<file path="src/rtl/signed_divider.sv">
// Signed 8-bit / 4-bit restoring divider: an 8-step unsigned magnitude divide, then sign fix-up.
// DIV_SATURATE_EN: when defined, the -128 / -1 quotient saturates to +127 instead of wrapping to -128.
module signed_divider (
  input  logic       clock,
  input  logic       reset,
  input  logic       strt,
  input  logic [7:0] N,
  input  logic [3:0] D,
  output logic [7:0] Q,
  output logic [3:0] R,
  output logic       done,
  output logic       busy,
  output logic       dz,
  output logic       ovf,
  output logic [1:0] state_dbg
);

  typedef enum logic [1:0] {
    S_IDLE = 2'd0,
    S_CALC = 2'd1,
    S_FIX  = 2'd2,
    S_DONE = 2'd3
  } state_t;

  state_t     state_q, state_d;
  logic [7:0] dvd_q, dvd_d;     // dividend magnitude, shifts out MSB first, quotient shifts in
  logic [3:0] dvs_q, dvs_d;
  logic [3:0] rem_q, rem_d;
  logic       sn_q, sn_d, sd_q, sd_d;
  logic [3:0] cnt_q, cnt_d;
  logic [7:0] quo_q, quo_d;
  logic [3:0] res_r_q, res_r_d;
  logic       dz_q, dz_d, ovf_q, ovf_d;

  logic       load;
  logic [4:0] shifted;
  logic       ge;
  logic       neg;
  logic [7:0] q_signed, q_final;
  logic [3:0] r_signed;
  logic       ovf_hit;

  assign load = strt && (state_q == S_IDLE || state_q == S_DONE);

  always_ff @(posedge clock or posedge reset) begin
    if (reset) begin
      state_q <= S_IDLE;
      dvd_q   <= '0;
      dvs_q   <= '0;
      rem_q   <= '0;
      sn_q    <= 1'b0;
      sd_q    <= 1'b0;
      cnt_q   <= '0;
      quo_q   <= '0;
      res_r_q <= '0;
      dz_q    <= 1'b0;
      ovf_q   <= 1'b0;
    end else begin
      state_q <= state_d;
      dvd_q   <= dvd_d;
      dvs_q   <= dvs_d;
      rem_q   <= rem_d;
      sn_q    <= sn_d;
      sd_q    <= sd_d;
      cnt_q   <= cnt_d;
      quo_q   <= quo_d;
      res_r_q <= res_r_d;
      dz_q    <= dz_d;
      ovf_q   <= ovf_d;
    end
  end

  always_comb begin
    state_d = state_q;
    case (state_q)
      S_IDLE, S_DONE: if (strt) state_d = (D == 4'd0) ? S_DONE : S_CALC;
      S_CALC:         if (cnt_q == 4'd1) state_d = S_FIX;
      S_FIX:          state_d = S_DONE;
      default:        state_d = S_IDLE;
    endcase
  end

  always_comb begin
    done      = (state_q == S_DONE);
    busy      = (state_q == S_CALC) || (state_q == S_FIX);
    state_dbg = state_q;
  end

  // Only -128 / -1 yields a positive quotient magnitude with bit 7 set.
  always_comb begin
    shifted  = {rem_q, dvd_q[7]};
    ge       = (shifted >= {1'b0, dvs_q});
    neg      = sn_q ^ sd_q;
    q_signed = neg ? (8'd0 - dvd_q) : dvd_q;
    r_signed = sn_q ? (4'd0 - rem_q) : rem_q;
    ovf_hit  = !neg && dvd_q[7];
`ifdef DIV_SATURATE_EN
    q_final  = ovf_hit ? 8'h7F : q_signed;
`else
    q_final  = q_signed;
`endif
  end

  always_comb begin
    dvd_d   = dvd_q;
    dvs_d   = dvs_q;
    rem_d   = rem_q;
    sn_d    = sn_q;
    sd_d    = sd_q;
    cnt_d   = cnt_q;
    quo_d   = quo_q;
    res_r_d = res_r_q;
    dz_d    = dz_q;
    ovf_d   = ovf_q;
    if (load) begin
      dz_d  = (D == 4'd0);
      ovf_d = 1'b0;
      if (D == 4'd0) begin
        quo_d   = '0;
        res_r_d = '0;
      end else begin
        dvd_d = N[7] ? (8'd0 - N) : N;
        dvs_d = D[3] ? (4'd0 - D) : D;
        sn_d  = N[7];
        sd_d  = D[3];
        rem_d = '0;
        cnt_d = 4'd8;
      end
    end else if (state_q == S_CALC) begin
      rem_d = ge ? 4'(shifted - {1'b0, dvs_q}) : shifted[3:0];
      dvd_d = {dvd_q[6:0], ge};
      cnt_d = cnt_q - 4'd1;
    end else if (state_q == S_FIX) begin
      quo_d   = q_final;
      res_r_d = r_signed;
      ovf_d   = ovf_hit;
      dz_d    = 1'b0;
    end
  end

  assign Q   = quo_q;
  assign R   = res_r_q;
  assign dz  = dz_q;
  assign ovf = ovf_q;

endmodule

</file>
<file path="config.mk">
export PLATFORM = sky130hd
export DESIGN_NAME = signed_divider
export DESIGN_NICKNAME = d
export VERILOG_FILES = /design/src/rtl/signed_divider.sv
export SDC_FILE = /design/constraint.sdc
export NUM_CORES = 1
export LEC_CHECK = 0
export ABC_AREA = 1
export CORE_MARGIN = 4
export CORE_UTILIZATION = 51
export CTS_BUF_LIST = sky130_fd_sc_hd__clkbuf_2
export DETAILED_ROUTE_END_ITERATION = 6
export PLACE_DENSITY = 0.78
export SETUP_SLACK_MARGIN = 0.4
export SYNTH_ARGS = -nofsm -noshare
export SYNTH_HDL_FRONTEND = slang
export SYNTH_SLANG_ARGS = --single-unit
</file>
<file path="constraint.sdc">
create_clock -name clock -period 1.4 [get_ports clock]
set_input_delay 0.21 -clock clock [delete_from_list [all_inputs] [get_ports clock]]
set_output_delay 0.21 -clock clock [all_outputs]
set_load 0.01 [all_outputs]
</file>
# Yosys cells after proc, flatten, opt, wreduce, memory -nomap -nowiden
# Index checks and enable logic that the tools add are counted.
totals:
  register_bits: 38
  input_bits: 15
  output_inout_bits: 18
op_classes:
  addsub: 6
  n_lt_le_gt_ge: 1
  n_eq_ne: 9
  muxes: 32
  n_bitwise: 2
  reduce_logical: 15
op_table:
  columns: ["op", "count"]
  rows:
  - ["8-bit 2-to-1 mux", 9]
  - ["4-bit 2-to-1 mux", 13]
  - ["1-bit by 8-bit subtractor with 8-bit output (first input constant)", 2]
  - ["2-bit != test (second input constant)", 4]
  - ["2-bit AND reduction", 4]
  - ["1-bit by 4-bit subtractor with 4-bit output (first input constant)", 2]
  - ["1-bit 2-to-1 mux", 6]
  - ["2-bit 2-to-1 mux", 3]
  - ["2-bit one-hot mux with 3 select lines", 1]
  - ["5-bit by 4-bit greater-or-equal comparator with 1-bit output", 1]
  - ["2-bit == test (second input constant)", 2]
  - ["4-bit by 1-bit == test with 1-bit output (second input constant)", 1]
  - ["4-bit logical NOT", 1]
  - ["2-bit nonzero test", 2]
  - ["4-bit by 1-bit subtractor with 4-bit output (second input constant)", 1]
  - ["4-bit subtractor", 1]
  - ["3-bit AND reduction", 1]
  - ["2-bit by 1-bit == test with 1-bit output (second input constant)", 1]
  - ["1-bit logical AND", 2]
  - ["2-bit logical NOT", 1]
  - ["1-bit logical OR", 2]
  - ["2-bit by 1-bit != test with 1-bit output (second input constant)", 1]
  - ["2-bit OR reduction", 1]
  - ["1-bit logical NOT", 1]
  - ["2 further kinds", 2]

# Logic depth before layout (Yosys ltp)
logic_depth:
  ltp_word: 6
  mapped_depth: 10
  depth_no_buf: 10

# Least setup slack after synthesis
# Ideal clock, no wire load.
synth_timing:
  kind: "reg-to-reg"
  startpoint: "register state_q[0] (netlist: state_dbg[0])"
  endpoint: "register res_r_q[0] (netlist: R[0])"
  t_arrival_ps: 1473
  required_time_ps: 1275
  path_slack_ps: -198
  stages_incl_launch_ff: 10
  path_buffers: 1
  period_less_slack_ps: 1598
  path_cell_list: "dfrtp_1 -> inv_1 -> ha_1 -> nand2_4 -> clkinv_4 -> nand2_8 -> nand2_4 -> buf_6 -> nand2_2 -> o31ai_1"
synth_between:
  elab_chain_len: 5
  word_cells_on_any_way: 11
synth_lines:
  columns: ["element", "line_no", "source"]
  rows:
  - ["from (decl)", "25", "state_t state_q, state_d;"]
  - ["from (signal assigned)", "59", "state_q <= state_d;"]
  - ["2-bit == test / 2-bit logical NOT (equally long branches)", "43", "assign load = strt && (state_q == S_IDLE || state_q == S_DONE);"]
  - ["1-bit logical OR", "43", null]
  - ["1-bit logical AND", "43", null]
  - ["2-bit by 1-bit != test with 1-bit output (no line), or another cell as far along", null, null]
  - ["3-bit AND reduction (no line)", null, null]
  - ["to (signal assigned)", "67", "res_r_q <= res_r_d;"]
  - ["to (decl)", "32", "logic [3:0] res_r_q, res_r_d;"]
# Several ways; a longest one is shown, not always the timed one.
# A chain may end at the register's enable or synchronous reset.

# Final worst setup path
layout_timing:
  startpoint: "register state_q[1] (netlist: state_dbg[1])"
  endpoint: "register dvs_q[3]"
layout_between:
  elab_chain_len: 4
  word_cells_on_any_way: 5
layout_lines:
  columns: ["element", "line_no", "source"]
  rows:
  - ["2-bit == test / 2-bit logical NOT (equally long branches)", "43", null]
  - ["1-bit logical OR *", "43", null]
  - ["1-bit logical AND *", "43", null]
  - ["2-bit AND reduction (no line) *", null, null]
  - ["to (signal assigned)", "61", "dvs_q <= dvs_d;"]
  - ["to (decl)", "27", "logic [3:0] dvs_q, dvs_d;"]
# Mark *: on every way between the ends. The rest lies on a longest branch, timed or not.

==> impl_metrics.toml <==
[critical_path]
cp-end-kind = "register"
start_kind = "register"
path_cells = "buf_6 -> ha_4 -> buf_6 -> nand2_8 -> clkinv_8 -> buf_4 -> buf_4 -> nand2_4 -> o32ai_2"
max_stage_delay_ns = 0.46
crit_slowest_cell = "dfrtp_2"
reg2reg_depth = 9
arrival_ns = 2.00
crit_required_ns = 1.75
crit_type = "register to register"
cp_max_fo = 6

[clock_tree]
clk_latency_ns = 0.43
cts_num_sinks = 38
cts.htree.levels = 2
ctsLongestPathBuffers = 2
cts-root-buf = "clkbuf_2"
cts_tree = "done"
path_clk_slew_ns = 0.20
cts-buffers-inserted = 5

[pwr]
p_per_area_nw_per_um2 = 2351
peakVddDrop_v = 0.001724
p_leak_nw = 1.792
power_mw = 8.323

[yosys]
ys_seq_elements = 38
synth_flop_cell = "dfrtp_1"
syn_area_um2 = 2419
syn_area_per_cell_um2 = 8.035
muxShareOfSynthArea = 0
synthTopCellsByArea = "dfrtp_1 (39%), nand2_1 (11%), ha_1 (7.2%)"
synth_compound_gate_area_share = 0.1231
netlist_instances = 301
ys_async_sr_fraction = 1.000
synthDominantCellAreaShare = 0.3932
synth-xor-area-share = 0.02173
yosysSeqAreaShare = 0.3932
syn-num-nets = 331
synth-adder-area-share = 0.08070
synth_cell_types = 34
synth_edf_count = 0
netlist_top_cells_count = "nand2_1 (74), dfrtp_1 (38), inv_1 (38)"
synth_top_cell_by_area = "dfrtp_1"
synth_most_common_cell = "nand2_1"
ys_warn_count = 0
synth_top_family_by_area = "simple AND/OR/NAND/NOR gates"
synthSimpleGateAreaFrac = 0.2913

[sta]
worst_slew_pin_slew_ns = 0.3169
fin_skew_ns = 0.009041
drv_slew = 0
postLayoutSetupSlackWorst_ns = -0.2540
period_minus_slack_ns = 1.654
timing.fmax_mhz = 604.6
period_share = 1.181
finalSetupViolCount = 39
hold_violations = 0
slew_headroom = 0.7865
rsz0062_at_grt = "true"

[floorplan]
start_util = 0.5405
die_h_um = 76.87
row_count = 24
core_um2 = 4474
die_area_um2 = 5908
dieWidth_um = 76.87
ios = 33

[outcome]
status = "finished, violations left"
violations = "negative setup slack"

[global_routing]
grt_usage = 0.2261
grt_max_degree = 24
grt_pass1_vias = 2436
grt-ovfl-total = 0
antenna_found_initial = 0
grt_pass1_wl_um = 10740

[cells_and_area]
insertedDiodeCount = 0
fillers = 317
drive_gt1_frac = 0.3935
fin_cells = 451
layout.nets = 428
areaGrowthSynthToFinish_pct = 46.35
postLayoutCellArea_um2 = 3540

[route]
drcViolationCount = 0
antenna_left = 0
wl_um = 6302
viasPerCell = 5.244
wl_per_cell_um = 13.97
first_iter_violations = 94
first_pass_iters = 4
num_vias = 2365

[worst_hold_path]
worstHoldPathType = "input port to register"
holdPathStages = 4

[job]
maxCapViolCount = 0

[placement]
placed_cells = 418
io_buffers = 32
dp_hpwl_um = 4460
place_area_um2 = 3162
place.gp.congestion = 0.8363
place_ws_ns = -0.2199
## placed cells by master, fill, tap and decap left out, drive strengths merged, types with 2 or more instances in the layout
| cell type | count |
|---|---|
| nand4 | 4 |
| a21oi | 9 |
| ha | 14 |
| o211ai | 2 |
| nor2 | 17 |
| xor2 | 4 |
| nand3 | 33 |
| inv | 42 |
| o21ai | 30 |
| nand2 | 89 |
| clkdlybuf4s50 | 14 |
| nor3 | 3 |
| o31ai | 2 |
| clkbuf | 7 |
| o22ai | 2 |
| dfrtp | 38 |
| buf | 78 |
| xnor2 | 2 |
## state kept, by name, summed over array words and instances, names as in the netlist
register,cells
ovf,1
dz,1
state_dbg,2
dvs_q,4
Q,8
dvd_q,8
cnt_q,4
rem_q,4
sd_q,1
sn_q,1
R,4
## layout make-up
class / instances / area, um2 / share of cell area
multi-input combinational: 216 / 1450 / 0.4097
sequential: 38 / 953.4 / 0.2694
timing repair buffer: 93 / 807.0 / 0.2280
inverter: 43 / 190.2 / 0.05373
tap: 52 / 65.06 / 0.01838
clock buffer: 7 / 35.03 / 0.009898
clock inverter: 1 / 30.03 / 0.008484
timing repair inverter: 1 / 8.758 / 0.002474
## routing by layer
layer / part of all wire / routed length [um] / GRT usage / vias to the layer above
met5: 0 / 0 / 0 / -
met4: 0.025 / 156 / 0.09601 / 0
met3: 0.051 / 324 / 0.04567 / 15
met2: 0.51 / 3222 / 0.3894 / 64
met1: 0.41 / 2599 / 0.2732 / 1112
li1: - / - / - / 1174
## power by group
part           switching (mW)  internal [mW]  leakage, nW
registers               0.326           1.55        0.479
logic                    3.16           2.58         1.27
clock network           0.397          0.318       0.0432
## critical path: cells and delay by family, from the launching register on
kind / cells / cell delay (ns)
buf+inv: 5 / 0.54
simple gates: 2 / 0.11
compound gates: 1 / 0.19
flops: 1 / 0.46
fa+ha+maj: 1 / 0.26
## worst paths after layout
kind | start | endpoint | slack, ns
setup / recovery | state_dbg[1] | dvs_q[3] | -0.25
min in group asynchronous | reset | Q[0] | 0.54
setup reg to reg | state_dbg[1] | dvs_q[3] | -0.25
hold reg to reg | Q[2] | Q[2] | 0.51
max in group asynchronous | reset | state_dbg[0] | 0.52
hold / removal | D[0] | dvs_q[0] | 0.47
## kinds of logic after synthesis
kind of cell	Yosys count
and+or+nand+nor	146
AOI/OAI and AO/OA	48
buffers and inverters	48
DFF	38
adders and majority gates	15
xor gates and xnor gates	6
## timing repair
| action | CTS | global route |
|---|---|---|
| setup buffers | 14 | 8 |
| pin swaps | 8 | 11 |
| setup endpoints to repair | 56 | 56 |
| hold endpoints to repair | 0 | 1 |
| cloned | 2 | 0 |
| gates resized for setup | 104 | 25 |
| hold buffers | 0 | 1 |
## stage by stage
stage | utilization | hold WS (ns) | setup TNS [ns]
2_1_floorplan | - | 0.1760 | -0.2292
3_3_place_gp | 0.7067 | 0.4534 | -4.790
4_1_cts | 0.7553 | 0.002201 | -7.596
5_1_grt | 0.7911 | 0.4607 | -10.06
3_5_place_dp | 0.7067 | 0.4594 | -6.091
6_report | 0.7911 | 0.4677 | -7.528
No activity file was read; power rests on OpenSTA's default activity.
